`config.mk`:
```
export PLATFORM = sky130hd
export DESIGN_NAME = ram_port_arbiter
export DESIGN_NICKNAME = d
export VERILOG_FILES = /design/src/rtl/ram_arb_pkg.sv /design/src/rtl/ram_arb_pick.sv /design/src/rtl/ram_port_arbiter.sv
export SDC_FILE = /design/constraint.sdc
export NUM_CORES = 1
export LEC_CHECK = 0
export BUFFER_PORTS_ARGS = -buffer_cell sky130_fd_sc_hd__buf_2
export CORE_ASPECT_RATIO = 0.7
export CORE_MARGIN = 2
export CORE_UTILIZATION = 41
export CTS_CLUSTER_DIAMETER = 30
export CTS_CLUSTER_SIZE = 30
export DETAILED_ROUTE_END_ITERATION = 12
export PLACE_DENSITY = 0.86
export SLEW_MARGIN = 10
export SYNTH_ARGS = -nofsm -noshare
export SYNTH_HDL_FRONTEND = slang
export SYNTH_SLANG_ARGS = --single-unit
export TNS_END_PERCENT = 5
```
`constraint.sdc`:
```
create_clock -name clk -period 2.43 [get_ports clk]
set_input_delay 0.486 -clock clk [delete_from_list [all_inputs] [get_ports clk]]
set_output_delay 0.486 -clock clk [all_outputs]
set_load 0.03 [all_outputs]
```
`src/rtl/ram_arb_pkg.sv`:
```
// Shared types and helpers for the block-RAM port arbiter.
// Default widths, requester-id width helper and the request record type.
package ram_arb_pkg;

    localparam int DEF_ADDR_W = 10;
    localparam int DEF_DATA_W = 32;

    // Width of a requester index; never narrower than one bit.
    function automatic int req_id_w(input int n);
        return (n > 2) ? $clog2(n) : 1;
    endfunction

    typedef struct packed {
        logic                  we;
        logic [DEF_ADDR_W-1:0] addr;
        logic [DEF_DATA_W-1:0] wdata;
    } ram_req_t;

endpackage

```
`src/rtl/ram_arb_pick.sv`:
```
// Combinational requester pick: first valid bit at or after start_i, wrapping modulo N_REQ.
// Returns the winner as a one-hot vector and as an index.
module ram_arb_pick
    import ram_arb_pkg::*;
#(
    parameter  int N_REQ = 2,
    localparam int ID_W  = req_id_w(N_REQ)
) (
    input  logic [N_REQ-1:0] valid_i,
    input  logic [ID_W-1:0]  start_i,
    output logic [N_REQ-1:0] onehot_o,
    output logic [ID_W-1:0]  id_o,
    output logic             any_o
);

    logic [2*N_REQ-1:0] rot2;

    // NOTE: every output gets a default before the search so no latch is inferred.
    always_comb begin
        onehot_o = '0;
        id_o     = '0;
        any_o    = 1'b0;
        rot2     = {valid_i, valid_i} >> start_i;
        for (int i = 0; i < N_REQ; i++) begin
            if (!any_o && rot2[i]) begin
                any_o = 1'b1;
                id_o  = ID_W'((int'(start_i) + i) % N_REQ);
            end
        end
        if (any_o) begin
            onehot_o = N_REQ'(1) << id_o;
        end
    end

endmodule

```
`src/rtl/ram_port_arbiter.sv`:
```
// Shares one single-port, 1-cycle-latency block RAM between N_REQ requesters with a buffered response.
// Define RAM_ARB_RR_EN for round-robin arbitration; otherwise the lowest index wins.
module ram_port_arbiter
    import ram_arb_pkg::*;
#(
    parameter int N_REQ  = 2,
    parameter int ADDR_W = DEF_ADDR_W,
    parameter int DATA_W = DEF_DATA_W
) (
    input  logic                    clk,
    input  logic                    rst,
    input  logic [N_REQ-1:0]        req_valid,
    output logic [N_REQ-1:0]        req_ready,
    input  logic [N_REQ-1:0]        req_we,
    input  logic [N_REQ*ADDR_W-1:0] req_addr,
    input  logic [N_REQ*DATA_W-1:0] req_wdata,
    output logic [N_REQ-1:0]        rsp_valid,
    input  logic [N_REQ-1:0]        rsp_ready,
    output logic [DATA_W-1:0]       rsp_rdata,
    output logic                    ram_we,
    output logic [ADDR_W-1:0]       ram_addr,
    output logic [DATA_W-1:0]       ram_di,
    input  logic [DATA_W-1:0]       ram_dout
);

    localparam int ID_W = req_id_w(N_REQ);

    logic              pend_valid_q, pend_valid_d;
    logic              hold_valid_q, hold_valid_d;
    logic [ID_W-1:0]   rsp_id_q, rsp_id_d;
    logic [DATA_W-1:0] hold_data_q, hold_data_d;

    logic [ID_W-1:0]   start;
    logic [N_REQ-1:0]  pick_onehot;
    logic [ID_W-1:0]   pick_id;
    logic              pick_any;
    logic              stall;
    logic              grant;

`ifdef RAM_ARB_RR_EN
    logic [ID_W-1:0] rr_ptr_q, rr_ptr_d;

    assign start    = rr_ptr_q;
    assign rr_ptr_d = grant ? ID_W'((int'(pick_id) + 1) % N_REQ) : rr_ptr_q;

    always_ff @(posedge clk or posedge rst) begin
        if (rst) begin
            rr_ptr_q <= '0;
        end else begin
            rr_ptr_q <= rr_ptr_d;
        end
    end
`else
    assign start = '0;
`endif

    ram_arb_pick #(.N_REQ(N_REQ)) u_pick (
        .valid_i  (req_valid),
        .start_i  (start),
        .onehot_o (pick_onehot),
        .id_o     (pick_id),
        .any_o    (pick_any)
    );

    // A response still owed to its requester blocks the RAM port; nothing is issued during reset.
    assign stall     = hold_valid_q | (pend_valid_q & ~rsp_ready[rsp_id_q]);
    assign grant     = ~rst & ~stall & pick_any;
    assign req_ready = grant ? pick_onehot : '0;

    always_comb begin
        ram_we   = 1'b0;
        ram_addr = '0;
        ram_di   = '0;
        for (int i = 0; i < N_REQ; i++) begin
            if (grant && pick_onehot[i]) begin
                ram_we   = req_we[i];
                ram_addr = req_addr[i*ADDR_W +: ADDR_W];
                ram_di   = req_wdata[i*DATA_W +: DATA_W];
            end
        end
    end

    assign rsp_valid = (pend_valid_q | hold_valid_q) ? (N_REQ'(1) << rsp_id_q) : '0;
    assign rsp_rdata = hold_valid_q ? hold_data_q : ram_dout;

    always_comb begin
        pend_valid_d = grant;
        rsp_id_d     = grant ? pick_id : rsp_id_q;
        hold_valid_d = hold_valid_q;
        hold_data_d  = hold_data_q;
        if (hold_valid_q) begin
            if (rsp_ready[rsp_id_q]) begin
                hold_valid_d = 1'b0;
            end
        end else if (pend_valid_q && !rsp_ready[rsp_id_q]) begin
            hold_valid_d = 1'b1;
            hold_data_d  = ram_dout;
        end
    end

    // NOTE: state registers use non-blocking assignments so every flop samples pre-edge values.
    always_ff @(posedge clk or posedge rst) begin
        if (rst) begin
            pend_valid_q <= 1'b0;
            hold_valid_q <= 1'b0;
            rsp_id_q     <= '0;
            hold_data_q  <= '0;
        end else begin
            pend_valid_q <= pend_valid_d;
            hold_valid_q <= hold_valid_d;
            rsp_id_q     <= rsp_id_d;
            hold_data_q  <= hold_data_d;
        end
    end

endmodule

```
Word level (Yosys, flattened, before mapping)
Cells that the tools add are included.

word-level totals
  register bits after elaboration = 35
  input port bits = 124
  output and inout bits = 79
  word-level logic and storage cells = 41

operators by class
  $lt $le $gt $ge = 1
  shifts and indexed selects = 2
  muxes and demuxes = 18
  bitwise operators = 9
  reduce and logical (&&, ||, !) cells = 7

operator list
  cell                 number
  $mux 32              3
  $mux 10              2
  $mux 1               10
  $mux 2               3
  $logic_and 1x1->1    4
  $not 1->1            4
  $shl 1x1->2 const A  2
  $and 1x1->1          3
  $logic_not 1->1      2
  $lt 1x2->1 const B   1
  $or 1x1->1           2
  $reduce_and 2->1     1

Logic depth before layout (Yosys ltp)
Gate-level depths: netlist (run 1).

  word-level depth = 11
  depth in mapped cells = 6
  gate-level depth less buffers = 3

Hierarchy
A second synthesis (run 1) with hierarchy kept.

unflattened totals
  cell total of the unflattened synthesis = 234
  area, all modules = 2368.5 µm²

modules (own cells, without submodules)
  module            instances  cells each  area an instance (µm²)  sequential area each (µm²)
  ram_port_arbiter  1          229         2336.0                  875.8
  ram_arb_pick      1          5           32.5                    0.0

Worst setup path after synthesis (run 1)
No wires, ideal clock.

  path type = input to output
  start = input req_valid[0]
  end = output ram_addr[0]
  data arrival time = 1.794 ns
  data required time = 1.944 ns
  path slack = 0.150 ns
  stages = 6
  path buffers = 3
  cell sequence = buf_2 nor2_1 a2111o_1 buf_6 buf_6 nor2_1

between the ends
  word-level cells in the longest chain between the ends = 9
  elaborated cells between the ends (all ways) = 12
  classes of those cells = 1 x shift; 6 x mux; 1 x bitwise; 4 x reduce/logical

RTL lines
  what               RTL line                source
  start, declared    ram_port_arbiter.sv:12  input logic [N_REQ-1:0] req_valid,
  $mux 1 (*)         ram_arb_pick.sv:25      if (!any_o && rot2[i]) begin
  $logic_not 1->1    ram_arb_pick.sv:25
  $logic_and 1x1->1  ram_arb_pick.sv:25
  $mux 1             ram_arb_pick.sv:25
  $shl 1x1->2        ram_arb_pick.sv:31      onehot_o = N_REQ'(1) << id_o;
  $mux 2             ram_arb_pick.sv:30      if (any_o) begin
  $logic_and 1x1->1  ram_port_arbiter.sv:75  if (grant && pick_onehot[i]) begin
  $mux 10            ram_port_arbiter.sv:75
  $mux 10 (*)        ram_port_arbiter.sv:75
  end, declared      ram_port_arbiter.sv:21  output logic [ADDR_W-1:0] ram_addr,

Mark *: on every way between the ends. The rest lies on a longest branch, timed or not.

Worst setup path after layout (run 1)
  start = register rsp_id_q
  end = output ram_di[2]

between the ends
  word-level cells in the longest chain between the ends = 11
  elaborated cells between the ends (all ways) = 12
  classes of those cells = 4 x mux; 6 x bitwise; 2 x reduce/logical

RTL lines
  what                                           RTL line                 source
  start, declared                                ram_port_arbiter.sv:30   logic [ID_W-1:0] rsp_id_q, rsp_id_d;
  start signal, assigned                         ram_port_arbiter.sv:111  rsp_id_q <= rsp_id_d;
  $mux 1 (not written as such) (*) (2 in a row)  ram_port_arbiter.sv:66   assign stall = hold_valid_q | (pend_valid_q & ~rsp_ready[rsp_id_q]);
  $not 1->1 (*)                                  ram_port_arbiter.sv:66
  $and 1x1->1 (*)                                ram_port_arbiter.sv:66
  $or 1x1->1 (*)                                 ram_port_arbiter.sv:66
  $not 1->1 (*)                                  ram_port_arbiter.sv:67   assign grant = ~rst & ~stall & pick_any;
  $and 1x1->1 (*) (2 in a row)                   ram_port_arbiter.sv:67
  $logic_and 1x1->1                              ram_port_arbiter.sv:75
  $mux 32                                        ram_port_arbiter.sv:75
  $mux 32 (*)                                    ram_port_arbiter.sv:75
  end, declared                                  ram_port_arbiter.sv:22   output logic [DATA_W-1:0] ram_di,

Mark *: on every way between the ends. The rest lies on a longest branch, timed or not. The select of a mux whose other input is x is not followed.

==> flow_summary.toml, run 1 <==
[status]
outcome = "complete, no violations"

[floorplan]
die_h_microns = 66.70
core-area_sq_um = 5340
io_pins = 203
row_count = 22
start_util_pct = 43.11
die_area_sq_um = 6240
fp.dieW_microns = 93.57

[grt]
grt_pass1_wl_microns = 10130
antenna_found_initial = 0
grt_start_max_net_pins = 48
overflow = 0
grt_use_total_pct = 20.41
first_global_vias = 2191

[synth]
syn-num-nets = 346
yosysWarningCount = 0
synth_top_cell_by_area = "dfrtp_1"
synth.avg_cell_area_sq_um = 10.37
yosysTopAreaCellShare_pct = 38.04
synth-seq-cells = 35
synthCells = 222
yosysMostFrequentCell = "mux2_2"
synth_area_sq_um = 2302
yosysSeqAreaShare_pct = 38.04
synth.distinct_cells = 12
synthTopCellsByArea = "dfrtp_1 38%, mux2_2 32%, a22oi_1 14%"
synth_edf_count = 0
synthArstFlopShare_pct = 100.0
synth_commonest_cells = "65 x mux2_2, 47 x nor2_1, 43 x a22oi_1"
ys.flop_type = "dfrtp_1"

[setup_path]
worstPathRequired_ns = 1.94
worstPathArrival_ns = 1.83
path_cells = "mux2i_1 > a2111o_1 > buf_12 > nor2_1 > buf_2"
cp_slowest_cell = "dfrtp_1"
cp-start-kind = "register"
crit_buf_inv = 2
critPathMaxStageDelay_ns = 0.42
crit_path_end_kind = "output pin"
critPathKind = "register to output pin"
cp_top_family = "flip-flops"
worstPathMaxFanout = 47

[routing]
wire_per_inst_microns = 14.35
ant_nets = 0
drtPass1Iterations = 4
drt_wl_total_microns = 7003
drtIter0Drc = 90
num_vias = 2462
via_per_inst = 5.045
drc = 0

[layout]
drive_gt1_share_pct = 67.79
nFillCells = 456
syn_to_final_growth_pct = 49.89
design_area_sq_um = 3451
diodes = 0
final_util_pct = 64.62
nNetsFinal = 540
final_cells = 488

[placed_design]
gp_congestion = 0.7592
place_hpwl_microns = 5503
dp_slack_ns = 0.2650
placed_cells = 481
port_buffers = 202
dpl_cell_area_sq_um = 3353

[sta]
setup_violations = 0
fmax_mhz = 432.1
min_period_ns = 2.314
hold_viol_final = 0
fin_crit_sh_pct = 95.24
whs_ns = 0.06111
rsz0062_at_grt = "false"
skew_ns = 0.006723
setup_slack_ns = 0.1157
final_max_slew_viol_count = 0
fin_tns_setup_ns = 0
relSlewSlack_pct = 72.23
worst_slew_pin_slew_ns = 0.4165

[power]
irDropWorstVdd_mv = 0.5990
p_total_mw = 2.789
p_leak_nw = 1.829
power_density_nw_per_um2 = 808.1

[clocking]
cts_tree = "done"
ctsHoldBuffers = 0
htreeDepth = 2
cts.reportedPaths.clkPinSlew_ns = 0.06
clock_latency_ns = 0.28
cts-buffers-inserted = 5
cts_sinks = 35
cts_resized = 0
post-cts-setup-buffers = 0
cts.path.max_buffers = 2
cts_root_buf = "clkbuf_8"

[flow_run]
drv_cap = 0

[hold_path]
hold_class = "input pin to asynchronous set/reset pin"
final timing paths:
check                                      from               to  slack, ns  cells after the start
worst min-delay path                        rst         rsp_id_q       0.06                      2
worst max register to register     hold_valid_q  hold_data_q[12]       0.78                      4
worst max-delay path                   rsp_id_q        ram_di[2]       0.12                      5
min in group clk                    ram_dout[9]   hold_data_q[9]       0.45                      2
worst min register to register  hold_data_q[19]  hold_data_q[19]       0.50                      1
max in group asynchronous                   rst  hold_data_q[19]       1.79                      3
state kept, by name (all words and copies together), names as in the netlist:
name and cells:
hold_data_q 32, hold_valid_q 1, pend_valid_q 1, rsp_id_q 1
layout make-up:
class                      count  area [sq um]  area share [%]
inverter                       3         11.26          0.3263
tap                           72         90.09           2.611
timing repair buffer         209          1099           31.83
clock buffer                   6         82.58           2.393
sequential                    35         875.8           25.38
multi-input combinational    162          1287           37.31
clock inverter                 1         5.005          0.1450
per-layer routing:
layer  routed length, microns  part of all wire (%)  GRT usage, %  up-vias
li1                         -                     -             -     1186
met1                     2861                    41         25.60     1185
met2                     3738                    53         37.23       89
met3                      372                   5.3         3.507        2
met4                       29                  0.41         4.348        0
met5                        0                     0             0        -
worst reg2reg max path: cells and delay by family, from the launching register on:
kind          cells  cell delay [ns]
mux               1             0.40
flops             1             0.38
buf+inv           2             0.60
simple gates      1             0.14
placed cells by master (no fill, tap or decap), drive strengths merged:
cell type,n
clkbuf,8
a22oi,43
buf,207
inv,3
nor2,47
mux2,65
a2111o,1
nand3b,1
clkinv,1
dfrtp,35
nor2b,4
mux2i,1
power by group:
part	internal, mW	switching, mW	total (mW)
clock	0.222	0.187	0.409
combinational	0.618	0.765	1.38
sequential	0.863	0.134	0.997
total	1.70	1.09	2.79
cells by family after synthesis:
family	after synthesis	synth area share [%]
AO/OA/AOI/OAI	44	14.51
buffers and inverters	25	6.141
flip-flops	35	38.04
multiplexers	66	32.23
AND/OR/NAND/NOR	52	9.076
(Power assumes the default switching activity.)
==> run 2: changes to the inputs <==
--- a/config.mk
+++ b/config.mk
@@ -8,11 +8,12 @@
 export BUFFER_PORTS_ARGS = -buffer_cell sky130_fd_sc_hd__buf_2
 export CORE_ASPECT_RATIO = 0.7
 export CORE_MARGIN = 2
-export CORE_UTILIZATION = 41
+export CORE_UTILIZATION = 38
 export CTS_CLUSTER_DIAMETER = 30
 export CTS_CLUSTER_SIZE = 30
 export DETAILED_ROUTE_END_ITERATION = 12
-export PLACE_DENSITY = 0.86
+export HOLD_SLACK_MARGIN = 0.08
+export PLACE_DENSITY = 0.81
 export SLEW_MARGIN = 10
 export SYNTH_ARGS = -nofsm -noshare
 export SYNTH_HDL_FRONTEND = slang
==> constraint.sdc (replaced) <==
create_clock -name clk -period 2.6 [get_ports clk]
set_input_delay 0.52 -clock clk [delete_from_list [all_inputs] [get_ports clk]]
set_output_delay 0.52 -clock clk [all_outputs]
set_load 0.03 [all_outputs]
==> flow_summary.toml, run 2 (synthesis results as in run 1) <==
[grt]
grt_start_max_net_pins = 48
overflow = 0
first_global_vias = 2455
grt_use_total_pct = 20.64
grt_pass1_wl_microns = 11610
antenna_found_initial = 2

[routing]
drtIter0Drc = 103
ant_nets = 0
via_per_inst = 5.024
num_vias = 2477
drt_wl_total_microns = 7137
drtPass1Iterations = 4
wire_per_inst_microns = 14.48
drc = 0

[flow_run]
drv_cap = 0

[setup_path]
cp-start-kind = "register"
worstPathMaxFanout = 47
r2r_start = "rsp_id_q"
worstPathRequired_ns = 2.08
regToRegSetupSlack_ns = 0.88
r2r-end = "rsp_id_q"
cp_slowest_cell = "a2111o_1"
worstPathArrival_ns = 1.90
crit_path_end_kind = "output pin"
critPathMaxStageDelay_ns = 0.44
path_cells = "mux2i_1 > a2111o_1 > buf_6 > nor2_1 > buf_2"
reg2reg_depth = 4
critPathKind = "register to output pin"

[power]
irDropWorstVdd_mv = 0.4504
swShare_pct = 39.45
p_leak_nw = 1.820
p_total_mw = 2.570
power_density_nw_per_um2 = 747.6
comb_power_share_pct = 50.1
internal-power_mw = 1.556
power_switching_mw = 1.014
p_seq_share_pct = 36.1
clkPwrFrac_pct = 13.8

[clocking]
cts_tree = "done"
htreeDepth = 2
cts.path.max_buffers = 2
cts-buffers-inserted = 5
cts_sinks = 35
post-cts-setup-buffers = 0
cts_root_buf = "clkbuf_8"
clock_latency_ns = 0.28
cts.reportedPaths.clkPinSlew_ns = 0.07

[floorplan]
fp.dieW_microns = 97.03
die_area_sq_um = 6707
die_h_microns = 69.12
start_util_pct = 39.80
io_pins = 203
core-area_sq_um = 5784
row_count = 23

[sta]
setup_violations = 0
skew_ns = 0.006568
hold_viol_final = 0
fin_tns_setup_ns = 0
fmax_mhz = 413.5
worst_slew_pin_slew_ns = 0.6889
fin_crit_sh_pct = 93.02
final_max_slew_viol_count = 0
min_period_ns = 2.419
relSlewSlack_pct = 54.03
setup_slack_ns = 0.1814
rsz0062_at_grt = "false"

[layout]
largest_reg_flops = 32
largest-register = "hold_data_q"
layout_commonest_cell = "buf_2"
final_cells = 493
nNetsFinal = 541
final_cell_mix = "202 x buf_2, 65 x mux2_2, 47 x nor2_1"
seqCellArea_sq_um = 875.8
syn_to_final_growth_pct = 49.29
nFillCells = 522
drive_gt1_share_pct = 67.79
multiInputGateArea_sq_um = 1287
final_util_pct = 59.42

[hold_path]
hold_class = "input pin to asynchronous set/reset pin"

[status]
outcome = "complete, no violations"

[placed_design]
gp_congestion = 0.8318
placed_cells = 485
dp_slack_ns = 0.2956
port_buffers = 202
place_hpwl_microns = 5633
-- run 2: changes by cell type in the layout (fill, tap and decap cells not counted), sizes merged --
cell      previous run  this run
clkinv               1         0
clkinvlp             0         1
clkbuf               8         5
diode                0         2
buf                207       210
-- run 2: what timing repair did --
item,CTS,global route
gates resized for setup,0,1
hold buffers,0,0
endpoints found under the setup margin,0,3
-- run 2: final cells by class --
class                      instances  area share, %
multi-input combinational        162          37.46
timing repair buffer             210          31.63
sequential                        35          25.48
tap                               75          2.730
clock buffer                       5          2.002
inverter                           3         0.3276
clock inverter                     1         0.2184
antenna                            2         0.1456
-- run 2: power groups by stage --
stage / clock, mW / sequential [mW] / combinational, mW
5_1_grt: 0.396 / 0.963 / 1.38
3_3_place_gp: 0 / 0.918 / 1.26
4_1_cts: 0.370 / 0.930 / 1.30
2_1_floorplan: 0 / 0.891 / 0.980
6_report: 0.354 / 0.928 / 1.29
3_5_place_dp: 0 / 0.938 / 1.29
-- run 2: per-stage QoR --
| step | hold slack (ns) | cell area [sq um] |
|---|---|---|
| floorplan | 0.4736 | 2302 |
| global placement | 0.4820 | 3352 |
| detailed placement | 0.4890 | 3352 |
| CTS | 0.3682 | 3428 |
| global route | 0.4118 | 3437 |
| finish | 0.3592 | 3437 |
-- run 2: how the worst max path moves through the flow --
stage                 start          end  slack [ns]  cells after the start
6_report           rsp_id_q  ram_addr[0]        0.18                      5
3_5_place_dp   rsp_ready[1]  ram_addr[0]        0.30                      6
3_3_place_gp   rsp_ready[1]   ram_di[23]        0.31                      6
5_1_grt            rsp_id_q    ram_di[7]        0.04                      5
2_1_floorplan  req_valid[0]  ram_addr[0]        0.25                      6
4_1_cts            rsp_id_q  ram_addr[0]        0.11                      5
-- run 2: worst max-delay path: cells and delay by family (launching register included) --
family | cells | cell delay (ns)
buffers and inverters | 2 | 0.43
flip-flops | 1 | 0.42
multiplexers | 1 | 0.18
AND/OR/NAND/NOR | 1 | 0.15
AO/OA/AOI/OAI | 1 | 0.44
-- run 2: per-layer routing --
layer  track usage (%)  vias to the layer above  wire length, microns
met5                 0                        -                     0
met4             7.199                        0                   170
met3             4.868                       18                   458
met2             36.27                      106                  3661
met1             24.81                     1161                  2847
li1                  -                     1192                     -
==> run 3: changes to the inputs <==
--- a/config.mk
+++ b/config.mk
@@ -5,15 +5,13 @@
 export SDC_FILE = /design/constraint.sdc
 export NUM_CORES = 1
 export LEC_CHECK = 0
-export BUFFER_PORTS_ARGS = -buffer_cell sky130_fd_sc_hd__buf_2
-export CORE_ASPECT_RATIO = 0.7
-export CORE_MARGIN = 2
-export CORE_UTILIZATION = 38
+export CORE_AREA = 2 2 78 80
 export CTS_CLUSTER_DIAMETER = 30
 export CTS_CLUSTER_SIZE = 30
 export DETAILED_ROUTE_END_ITERATION = 12
+export DIE_AREA = 0 0 80 82
+export DONT_BUFFER_PORTS = 1
 export HOLD_SLACK_MARGIN = 0.08
-export PLACE_DENSITY = 0.81
 export SLEW_MARGIN = 10
 export SYNTH_ARGS = -nofsm -noshare
 export SYNTH_HDL_FRONTEND = slang
==> constraint.sdc (replaced) <==
create_clock -name clk -period 2.6 [get_ports clk]
set_input_delay 0.52 -clock clk [delete_from_list [all_inputs] [get_ports clk]]
set_output_delay 0.52 -clock clk [all_outputs]
set_load 0.01 [all_outputs]
==> flow_summary.toml, run 3 (synthesis results as in run 1) <==
[power]
p_total_mw = 2.035
clkPwrFrac_pct = 18.5
p_seq_share_pct = 45.0
internal-power_mw = 1.400
comb_power_share_pct = 36.5
power_switching_mw = 0.6350
swShare_pct = 31.21
irDropWorstVdd_mv = 0.3292
p_leak_nw = 0.9515
power_density_nw_per_um2 = 850.0

[sta]
worst_slew_pin_slew_ns = 0.6646
setup_violations = 0
hold_viol_final = 0
skew_ns = 0.005786
min_period_ns = 2.379
relSlewSlack_pct = 55.65
fmax_mhz = 420.3
final_max_slew_viol_count = 0
setup_slack_ns = 0.2210
rsz0062_at_grt = "false"
fin_tns_setup_ns = 0
fin_crit_sh_pct = 91.50

[routing]
drtIter0Drc = 83
via_per_inst = 5.944
wire_per_inst_microns = 18.99
drc = 0
drt_wl_total_microns = 5451
drtPass1Iterations = 4
ant_nets = 0
num_vias = 1706

[clocking]
htreeDepth = 2
cts_tree = "done"
cts.reportedPaths.clkPinSlew_ns = 0.07
clock_latency_ns = 0.27
cts_root_buf = "clkbuf_8"
cts.path.max_buffers = 2
cts_resized = 0
post-cts-setup-buffers = 0
cts_sinks = 35
cts-buffers-inserted = 5
ctsHoldBuffers = 0

[floorplan]
die_area_sq_um = 6560
io_pins = 203
start_util_pct = 40.07
die_h_microns = 82
fp.dieW_microns = 80
core-area_sq_um = 5746
row_count = 28

[setup_path]
reg2reg_depth = 4
r2r-end = "rsp_id_q"
cp-start-kind = "register"
setup.worst_path.start = "rsp_id_q"
critPathMaxStageDelay_ns = 0.43
critPathKind = "register to output pin"
cp_slowest_cell = "a2111o_1"
crit_path_end = "ram_di[4]"
worstPathRequired_ns = 2.08
crit_path_end_kind = "output pin"
worstPathMaxFanout = 47
regToRegSetupSlack_ns = 0.82
path_cells = "mux2i_1 > a2111o_1 > buf_4 > nor2_1"
worstPathArrival_ns = 1.86
r2r_start = "rsp_id_q"

[layout]
diodes = 0
multiInputGateArea_sq_um = 1287
largest-register = "hold_data_q"
final_cell_mix = "65 x mux2_2, 47 x nor2_1, 43 x a22oi_1"
final_util_pct = 41.66
nNetsFinal = 336
nFillCells = 558
layout_commonest_cell = "mux2_2"
drive_gt1_share_pct = 36.79
seqCellArea_sq_um = 875.8
largest_reg_flops = 32
syn_to_final_growth_pct = 3.968

[hold_path]
hold_class = "input pin to asynchronous set/reset pin"

[placed_design]
gp_congestion = 0.7804
dp_slack_ns = 0.4862
port_buffers = 0
place_hpwl_microns = 4321

[grt]
overflow = 0
grt_use_total_pct = 14.12
antenna_found_initial = 0
first_global_vias = 1337
grt_start_max_net_pins = 48
grt_pass1_wl_microns = 6948

[status]
outcome = "complete, no violations"

[flow_run]
drv_cap = 0
run 3: cell types whose count changed in the layout (fill, tap and decap cells not counted):
cell	before	now
diode_2	2	0
buf_4	6	5
clkinv_2	0	1
clkbuf_8	5	6
buf_2	202	0
buf_12	1	0
buf_6	1	0
clkinvlp_4	1	0
run 3: worst min-delay path by stage:
stage                          startpoint  cells past startpoint  slack [ns]              end
after floorplan           hold_data_q[14]                      1        0.47  hold_data_q[14]
after global placement     hold_data_q[0]                      1        0.48   hold_data_q[0]
after detailed placement  hold_data_q[10]                      1        0.49  hold_data_q[10]
after CTS                             rst                      1        0.24  hold_data_q[20]
after global routing                  rst                      1        0.27  hold_data_q[31]
final                                 rst                      1        0.23  hold_data_q[31]
run 3: through the flow:
step,hold slack (ns),cell area (sq um),cells
after floorplan,0.4736,2302,222
after global placement,0.4810,2306,280
after detailed placement,0.4886,2306,280
after CTS,0.2431,2394,287
after global routing,0.2686,2394,287
final,0.2253,2394,287
run 3: cell type report:
| type | instances | share of cell area, % |
|---|---|---|
| Clock inverter | 1 | 0.2091 |
| Clock buffer | 6 | 3.450 |
| Tap cell | 75 | 3.921 |
| Timing Repair Buffer | 5 | 1.568 |
| Inverter | 3 | 0.4705 |
| Sequential cell | 35 | 36.59 |
| Multi-Input combinational cell | 162 | 53.79 |
run 3: per-layer routing:
| layer | vias to the layer above | track usage, % | share of wire (%) |
|---|---|---|---|
| met2 | 96 | 23.75 | 51 |
| li1 | 787 | - | - |
| met5 | - | 0 | 0 |
| met1 | 821 | 17.33 | 40 |
| met4 | 0 | 4.576 | 0.62 |
| met3 | 2 | 4.286 | 8.1 |
run 3: worst max-delay path, delay by kind of cell (launching register included):
kind / cells / cell delay (ns)
AO/OA/AOI/OAI: 1 / 0.43
buffers and inverters: 1 / 0.27
flip-flops: 1 / 0.42
multiplexers: 1 / 0.18
AND/OR/NAND/NOR: 1 / 0.29
run 3: power by group through the flow:
stage | clock network (mW) | logic, mW | registers, mW
after detailed placement | 0 | 0.752 | 0.925
after CTS | 0.392 | 0.756 | 0.915
after floorplan | 0 | 0.696 | 0.891
final | 0.377 | 0.742 | 0.915
after global routing | 0.424 | 0.806 | 0.946
after global placement | 0 | 0.742 | 0.914
